--- src/rtl/fifo_pkg.sv ---
// ---------------------------------------------------------------------------
// fifo_pkg
//
// Purpose:
//    Shared types and helpers for the single-clock FIFO. The FIFO sorts the
//    push/pop requests seen on each edge into one of four operations. The
//    pointer, count and data-out update logic is written in terms of that
//    operation instead of a tangle of accept bits.
//
// Contents:
//    fifo_op_e     - operation performed on a clock edge
//    fifoOpDecode  - maps the accepted-read / accepted-write pair to an op
// ---------------------------------------------------------------------------
package fifo_pkg;

   // Operation carried out on a rising edge, after the accept rules have
   // been applied (a rejected request never shows up here).
   typedef enum logic [1:0] {
      OP_IDLE  = 2'b00,
      OP_WRITE = 2'b01,
      OP_READ  = 2'b10,
      OP_BOTH  = 2'b11
   } fifo_op_e;

   // Turn the two accept decisions into a single operation code.
   function automatic fifo_op_e fifoOpDecode(input logic readAccept,
                                             input logic writeAccept);
      fifo_op_e op;
      op = OP_IDLE;
      case ({readAccept, writeAccept})
         2'b01:   op = OP_WRITE;
         2'b10:   op = OP_READ;
         2'b11:   op = OP_BOTH;
         default: op = OP_IDLE;
      endcase
      return op;
   endfunction

endpackage : fifo_pkg

--- src/rtl/fifo_mem.sv ---
// ---------------------------------------------------------------------------
// fifo_mem
//
// Purpose:
//    Simple dual-port register array used as FIFO storage. It has one
//    synchronous write port and one asynchronous (combinational) read port.
//    The storage is deliberately not reset, because the FIFO control logic
//    never exposes a word that was not written since the last reset.
//
// Ports:
//    clk       in   system clock, writes occur on the rising edge
//    wrEn_i    in   write enable
//    wrAddr_i  in   write address
//    wrData_i  in   write data
//    rdAddr_i  in   read address
//    rdData_o  out  contents of the word at rdAddr_i
// ---------------------------------------------------------------------------
module fifo_mem #(
   parameter int DATA_SIZE    = 8,
   parameter int ADDRESS_SIZE = 3
) (
   input  logic                    clk,
   input  logic                    wrEn_i,
   input  logic [ADDRESS_SIZE-1:0] wrAddr_i,
   input  logic [DATA_SIZE-1:0]    wrData_i,
   input  logic [ADDRESS_SIZE-1:0] rdAddr_i,
   output logic [DATA_SIZE-1:0]    rdData_o
);

   localparam int DEPTH = 2 ** ADDRESS_SIZE;

   logic [DATA_SIZE-1:0] mem_q [DEPTH];

   // Write port: capture the data on the clock edge when enabled. The array
   // is not reset.
   always_ff @(posedge clk) begin
      if (wrEn_i) begin
         mem_q[wrAddr_i] <= wrData_i;
      end
   end

   // Read port: purely combinational. The FIFO registers the value into its
   // own output register, so a read and a write to the same slot on the
   // same edge hands out the old word.
   assign rdData_o = mem_q[rdAddr_i];

endmodule : fifo_mem

--- src/rtl/fifo.sv ---
// ---------------------------------------------------------------------------
// fifo
//
// Purpose:
//    Single-clock synchronous FIFO with DEPTH = 2**ADDRESS_SIZE entries of
//    DATA_SIZE bits. It has registered read data and combinational full and
//    empty flags derived from an occupancy count. It also has sticky
//    overflow and underflow error flags that clear only on reset.
//
// Ports:
//    clk        in   system clock, all state changes on the rising edge
//    rst        in   asynchronous active-low reset
//    push       in   write request
//    pop        in   read request
//    data_in    in   write data
//    data_out   out  registered read data, valid the cycle after a pop
//    full       out  FIFO holds DEPTH entries
//    empty      out  FIFO holds no entries
//    overflow   out  sticky: push seen while full without a pop
//    underflow  out  sticky: pop seen while empty without a push
// ---------------------------------------------------------------------------
module fifo
   import fifo_pkg::*;
#(
   parameter int DATA_SIZE    = 8,
   parameter int ADDRESS_SIZE = 3
) (
   input  logic                 clk,
   input  logic                 rst,
   input  logic                 push,
   input  logic                 pop,
   input  logic [DATA_SIZE-1:0] data_in,
   output logic [DATA_SIZE-1:0] data_out,
   output logic                 full,
   output logic                 empty,
   output logic                 overflow,
   output logic                 underflow
);

   localparam int DEPTH = 2 ** ADDRESS_SIZE;
   localparam logic [ADDRESS_SIZE:0] DEPTH_CNT = (ADDRESS_SIZE + 1)'(DEPTH);

   logic [ADDRESS_SIZE-1:0] wrPtr_q, wrPtr_d;
   logic [ADDRESS_SIZE-1:0] rdPtr_q, rdPtr_d;
   logic [ADDRESS_SIZE:0]   count_q, count_d;
   logic [DATA_SIZE-1:0]    dataOut_q, dataOut_d;
   logic                    overflow_q, overflow_d;
   logic                    underflow_q, underflow_d;

   logic                    writeAccept;
   logic                    readAccept;
   logic                    overflowEvent;
   logic                    underflowEvent;
   logic [DATA_SIZE-1:0]    memRdData;
   fifo_op_e                op;

   // Status flags come straight from the registered count, so they move on
   // the same edge as the count itself.
   assign full  = (count_q == DEPTH_CNT);
   assign empty = (count_q == '0);

   // Accept rules. A push into a full FIFO is still taken when a pop
   // frees the head slot on the same edge. A pop from an empty FIFO is
   // never taken, even when a push arrives alongside it; that push is
   // just a plain write. Overflow and underflow fire only for the purely
   // rejected cases.
   always_comb begin
      writeAccept    = push && (!full || pop);
      readAccept     = pop && !empty;
      overflowEvent  = push && full && !pop;
      underflowEvent = pop && empty && !push;
      op             = fifoOpDecode(readAccept, writeAccept);
   end

   // Storage. Only accepted writes reach the array, so a dropped overflow
   // push leaves the contents untouched.
   fifo_mem #(
      .DATA_SIZE    (DATA_SIZE),
      .ADDRESS_SIZE (ADDRESS_SIZE)
   ) u_mem (
      .clk      (clk),
      .wrEn_i   (writeAccept),
      .wrAddr_i (wrPtr_q),
      .wrData_i (data_in),
      .rdAddr_i (rdPtr_q),
      .rdData_o (memRdData)
   );

   // Next-state logic for pointers, count and read data. Pointers are
   // exactly ADDRESS_SIZE bits, so they wrap from DEPTH-1 to 0 for free.
   // When the FIFO is full and both requests are accepted, the read
   // pointer equals the write pointer. The head word is read out before
   // the array write lands, so the consumer still gets the old word.
   always_comb begin
      wrPtr_d     = wrPtr_q;
      rdPtr_d     = rdPtr_q;
      count_d     = count_q;
      dataOut_d   = dataOut_q;
      overflow_d  = overflow_q;
      underflow_d = underflow_q;

      case (op)
         OP_WRITE: begin
            wrPtr_d = wrPtr_q + 1'b1;
            count_d = count_q + 1'b1;
         end
         OP_READ: begin
            rdPtr_d   = rdPtr_q + 1'b1;
            count_d   = count_q - 1'b1;
            dataOut_d = memRdData;
         end
         OP_BOTH: begin
            wrPtr_d   = wrPtr_q + 1'b1;
            rdPtr_d   = rdPtr_q + 1'b1;
            dataOut_d = memRdData;
         end
         default: begin
            wrPtr_d = wrPtr_q;
         end
      endcase

      if (overflowEvent) begin
         overflow_d = 1'b1;
      end
      if (underflowEvent) begin
         underflow_d = 1'b1;
      end
   end

   // State registers. Reset is asynchronous and active low and clears
   // everything except the storage array, so reset mid-operation
   // discards the FIFO contents.
   always_ff @(posedge clk or negedge rst) begin
      if (!rst) begin
         wrPtr_q     <= '0;
         rdPtr_q     <= '0;
         count_q     <= '0;
         dataOut_q   <= '0;
         overflow_q  <= 1'b0;
         underflow_q <= 1'b0;
      end else begin
         wrPtr_q     <= wrPtr_d;
         rdPtr_q     <= rdPtr_d;
         count_q     <= count_d;
         dataOut_q   <= dataOut_d;
         overflow_q  <= overflow_d;
         underflow_q <= underflow_d;
      end
   end

   assign data_out  = dataOut_q;
   assign overflow  = overflow_q;
   assign underflow = underflow_q;

endmodule : fifo

--- config.mk ---
export PLATFORM = sky130hd
export DESIGN_NAME = fifo
export DESIGN_NICKNAME = d
export VERILOG_FILES = /design/src/rtl/fifo_pkg.sv /design/src/rtl/fifo_mem.sv /design/src/rtl/fifo.sv
export SDC_FILE = /design/constraint.sdc
export NUM_CORES = 1
export LEC_CHECK = 0
export ABC_AREA = 1
export BUFFER_PORTS_ARGS = -buffer_cell sky130_fd_sc_hd__buf_4
export CORE_MARGIN = 4
export CORE_UTILIZATION = 50
export DETAILED_ROUTE_END_ITERATION = 10
export MAX_ROUTING_LAYER = met4
export PLACE_DENSITY = 0.79
export SYNTH_ARGS = -nofsm -noshare
export SYNTH_HDL_FRONTEND = slang
export SYNTH_SLANG_ARGS = --single-unit
--- constraint.sdc ---
create_clock -name clk -period 2.77 [get_ports clk]
set_clock_uncertainty 0.1 [all_clocks]
set_input_delay 0.554 -clock clk [delete_from_list [all_inputs] [get_ports clk]]
set_output_delay 0.554 -clock clk [all_outputs]
set_load 0.01 [all_outputs]
# Word level (Yosys, flattened, before mapping)
# Memory sizes are Yosys's and may differ from the RTL's. A register that Yosys moved wholly into a read port is not among the register bits.
# Cells that the tools add are included.
dict set report op_classes {
  n_bitwise 0
  n_mux 4
  n_reduce_logical 16
  multipliers 0
  n_eq_ne 7
  n_div 0
  order_cmp 0
  shift 0
  n_addsub 4
}
# operator count
set op_table {}
lappend op_table {{2-bit equality test (second input constant)} 4}
lappend op_table {{4-bit one-hot mux with 2 select lines} 1}
lappend op_table {{3-bit by 1-bit adder with 3-bit output (second input constant)} 2}
lappend op_table {{1-bit logical AND} 6}
lappend op_table {{2-bit one-hot mux with 3 select lines} 1}
lappend op_table {{1-bit zero test} 5}
lappend op_table {{4-bit by 1-bit adder with 4-bit output (second input constant)} 1}
lappend op_table {{2-bit by 1-bit equality test with 1-bit output (second input constant)} 2}
lappend op_table {{4-bit equality test (second input constant)} 1}
lappend op_table {{4-bit zero test} 1}
lappend op_table {{2-bit OR reduction} 2}
lappend op_table {{4-bit by 1-bit subtractor with 4-bit output (second input constant)} 1}
lappend op_table {{1-bit 2-to-1 mux} 2}
lappend op_table {{2-bit nonzero test} 1}
lappend op_table {{1-bit logical OR} 1}
dict set report totals {
  in_bits 12
  out_inout_bits 12
  register_bits 12
  latchBits 0
  elab_cells 37
  romBits 0
  ramBits 64
  mem_count 1
}
# memory words word_bits read_ports rd_clocked_by_memory_dff write_ports line
set memory_table {}
lappend memory_table {u_mem.mem_q 8 8 1 1 1 fifo_mem.sv:32} ;# logic [DATA_SIZE-1:0] mem_q [DEPTH];

# Depth between registers and ports, before layout
dict set report depth {
  ltp_word 8
  ltp_mapped 13
  ltp_nobuf 13
}

# Modules after synthesis
# A second synthesis with hierarchy kept.
dict set report hier_totals {
  hier_cells 385
  hier_area_um2 3853.7
}
# module area_each_um2 n_inst cells_each seq_area_each_um2
set modules_own_cells {}
lappend modules_own_cells {fifo_mem 2890.3 1 295 1921.8}
lappend modules_own_cells {fifo 963.4 1 90 500.5}

# Least setup slack after synthesis
# Ideal clock, no wire load.
dict set report synth_path {
  path_type {register to register}
  from {reg count_q[1]}
  to {reg count_q[2]}
  path_stages_with_launch 13
  n_path_buf 0
  t_required_ns 2.588
  setup_time_ns 0.082
  synth_period_minus_slack_ns 2.352
  arrival_ns 2.170
  slack_ns 0.418
  path_cell_list {dfrtp_1 nor2_1 inv_1 nor3_1 nor2_1 ha_1 nand2_1 inv_1 nor2_1 ha_1 a21oi_1 or2_2 a31oi_1}
}
dict set report synth_between {
  elab_cells_between_ends 17
  cone_classes {add/sub: 2; eq/ne: 6; mux: 2; reduce/logical: 7}
}
# item line
set synth_rtl {}
lappend synth_rtl {{from (decl)} fifo.sv:45} ;# logic [ADDRESS_SIZE:0] count_q, count_d;
lappend synth_rtl {{from (signal assigned)} fifo.sv:144} ;# count_q <= count_d;
lappend synth_rtl {{4-bit zero test (*)} fifo.sv:60} ;# assign empty = (count_q == '0);
lappend synth_rtl {{net empty} fifo.sv:35} ;# output logic empty,
lappend synth_rtl {{1-bit zero test (*)} fifo.sv:69} ;# readAccept = pop && !empty;
lappend synth_rtl {{1-bit logical AND (*)} fifo.sv:69}
lappend synth_rtl {{2-bit equality test or 2-bit by 1-bit equality test with 1-bit output (tied branches)} fifo_pkg.sv:30} ;# case ({readAccept, writeAccept})
lappend synth_rtl {{2-bit one-hot mux with 3 select lines (*)} fifo_pkg.sv:30}
lappend synth_rtl {{2-bit equality test or 2-bit by 1-bit equality test with 1-bit output (tied branches)} fifo.sv:102} ;# case (op)
lappend synth_rtl {{4-bit one-hot mux with 2 select lines or 2-bit nonzero test (tied branches)} n/a}
# The timed path passes the listed nets; every way through them passes the cells marked *.
# A chain may end at the register's enable or synchronous reset.

# Worst setup path in the final report
dict set report layout_path {
  from {reg count_q[1]}
  to {reg count_q[2]}
}
dict set report layout_between {
  elab_chain_len 8
  elab_cells_between_ends 17
  cone_classes {add/sub: 2; eq/ne: 6; mux: 2; reduce/logical: 7}
}
# item line
set layout_lines {}
lappend layout_lines {{4-bit equality test} fifo.sv:59} ;# assign full = (count_q == DEPTH_CNT);
lappend layout_lines {{1-bit zero test} fifo.sv:68} ;# writeAccept = push && (!full || pop);
lappend layout_lines {{1-bit logical OR} fifo.sv:68}
lappend layout_lines {{1-bit logical AND} fifo.sv:68}
lappend layout_lines {{2-bit equality test or 2-bit by 1-bit equality test with 1-bit output (tied branches)} fifo_pkg.sv:30}
lappend layout_lines {{2-bit one-hot mux with 3 select lines} fifo_pkg.sv:30}
lappend layout_lines {{2-bit equality test or 2-bit by 1-bit equality test with 1-bit output (tied branches)} fifo.sv:102}
lappend layout_lines {{4-bit one-hot mux with 2 select lines or 2-bit nonzero test (tied branches)} n/a}
# Parallel ways exist; a longest one is shown, timed or not.

==> results.toml <==
[cells_and_area]
antennaDiodeCount = 0
final_layout_size_suffix_gt1_frac = 0.154
area.growth.synth_to_final_pct = 14.3
nets = 363
layout_common_cells = "edfxtp_1, nor2_1, nand2_1"
final_common_cell = "edfxtp_1"
final_core_util = 0.590
fillers = 552

[logic_synthesis]
synth-edff-count = 64
synthArstFlopShare = 0.238
ys_ff_latch = 84
synthFlopType = "edfxtp_1"
yosysSeqAreaShare = 0.691
synth_area_sq_um = 3510
synthCells = 312
ys_warn_count = 0
synth_cell_type_count = 27
avgSynthCellArea_sq_um = 11.2
synth_fp_nets = 330

[routing]
drt_iter0_markers = 257
drt-total-wl_um = 6750
via_count = 2326
wl_per_cell_um = 15.1
remaining_drc_errors = 0
via_per_inst = 5.22
drt-pass1-iter-count = 4
antenna_left = 0

[global_routing]
grtUsageMet2 = 0.259
grt_antenna_before_repair = 0
grt_pass1_vias = 2090
grt_busiest_layer = "met2"
use_met1 = 0.245
gr-total-overflow = 0
gr-usage-met3 = 0.0353
grt_max_degree = 26
grt_usage = 0.179
grt_pass1_wl_um = 10900

[timing]
worstMarginPinSlew_ns = 0.702
max_slew_margin = 0.532
finalSetupTns_ns = 0
finalHoldViolations = 0
drv_slew = 0
max_freq_mhz = 408
setup_viol = 0
period_needed_ns = 2.45
rsz0062_at_grt = "false"
fin_crit_sh = 0.884

[pwr]
total_leakage_power_nw = 1.61
power_w = 0.00400
powerDensity_nw_per_um2 = 999
irDropWorstVdd_mv = 0.410

[floorplanning]
die_x_um = 91.8
coreArea_sq_um = 6790
die_y_um = 91.8
die_area_sq_um = 8420
fp-row-count = 30
start_util = 0.516
io_pins = 24

[clock_network]
cts_tree = "built"
clock_path_buffers = 2
clk_pin_slew_ns = 0.09
clock_latency_ns = 0.35
ctsHtreeMaxLevel = 3
cts_resized = 0
clock-sinks = 84
cts-root-buf = "clkbuf_8"
cts_buffers = 9

[place]
portBuffers = 23
place_hpwl_um = 4470
place_congestion = 0.814

[worst_setup_path]
crit_type = "reg2reg"
cp.arrival_ns = 2.62
start_kind = "flop"
critical_path_required_ns = 2.94
cp_max_fo = 5
cp-end-kind = "flop"

[run_status]
status = "completed"

[min_path]
hold_path.class = "in2reg"

[flow_run]
cap_violations = 0
[power by group]
part           internal, W  switching, W
Combinational     0.000517      0.000803
Clock             0.000417      0.000416
Sequential         0.00163      0.000226
Total              0.00256       0.00145
[per-stage QoR]
stage                     hold WS [ns]  std cells  setup slack (ns)  area [sq um]
after floorplan                  0.158        312             0.418          3510
after global placement           0.343        429             0.489          3810
after detailed placement         0.343        429             0.325          3810
after CTS                        0.327        446             0.307          4010
after global routing             0.328        446            0.0270          4010
final                            0.332        446             0.321          4010
[per-layer routing]
metal  up-vias  share of wire
met5         -              0
met4         0          0.018
met3        16          0.071
met2        91           0.47
met1      1100           0.44
li1       1119              -
[synth_stat cells (2+ instances only)]
cell      count  area, sq um
dfrtp_1      20          500
buf_4         3         22.5
o21ai_1      19         95.1
nor2_1       63          236
xnor2_1       2         17.5
inv_1        20         75.1
xor2_1        3         26.3
inv_2         3         11.3
o21ai_0       8         40.0
nand3_1      27          135
ha_1          6         75.1
edfxtp_1     64         1920
nand2_1      47          176
buf_2         7         35.0
o211ai_1      8         60.1
[final cells by class]
| type | count | area, sq um | share of cell area |
|---|---|---|---|
| sequential | 84 | 2420 | 0.604 |
| multi-input combinational | 193 | 933 | 0.233 |
| timing repair buffer | 33 | 250 | 0.0624 |
| clock buffer | 10 | 128 | 0.0318 |
| tap | 96 | 120 | 0.0300 |
| inverter | 24 | 90.1 | 0.0225 |
| clock inverter | 6 | 63.8 | 0.0159 |
[worst paths after layout]
kind	end	startpoint	slack, ns	cells after the start
worst max register to register	count_q[2]$_DFFE_PN0P_	count_q[1]$_DFFE_PN0P_	0.32	12
worst max-delay path	count_q[2]$_DFFE_PN0P_	count_q[1]$_DFFE_PN0P_	0.32	12
max in group asynchronous	rdPtr_q[1]$_DFFE_PN0P_	rst	1.85	2
worst min register to register	underflow$_DFFE_PN0P_	underflow$_DFFE_PN0P_	0.37	1
worst min-delay path	u_mem.mem_q[3][3]$_DFFE_PP_	data_in[3]	0.33	1
min in group asynchronous	data_out[3]$_DFFE_PN0P_	rst	0.51	2
[flip-flops by register name, indices dropped and copies added, names as in the netlist]
register and count:
u_mem.mem_q 64, data_out 8, count_q 4, rdPtr_q 3, wrPtr_q 3, overflow 1, underflow 1
[logic make-up (layout without fill, tap and decap cells)]
kind of cell	after synthesis	count (layout)	synth area share
compound gates	39	39	0.0635
xor+xnor	5	5	0.0125
fa+ha+maj	6	6	0.0214
buf+inv	35	73	0.0432
flops	84	84	0.691
simple gates	143	143	0.169
[worst max-delay path: stages, from the launching register on]
cell	delay, ns
dfrtp_1	0.43
nor2_1	0.16
inv_1	0.07
nor3_1	0.26
nor2_1	0.13
ha_1	0.28
nand2_1	0.09
inv_1	0.05
nor2_1	0.14
ha_1	0.19
a21oi_1	0.05
or2_2	0.29
a31oi_1	0.12
[timing repair]
item | CTS | global route
buffers inserted | 0 | 0
endpoints found under the hold margin | 20 | 0
hold buffers | 1 | 0
(Power assumes the default switching activity.)
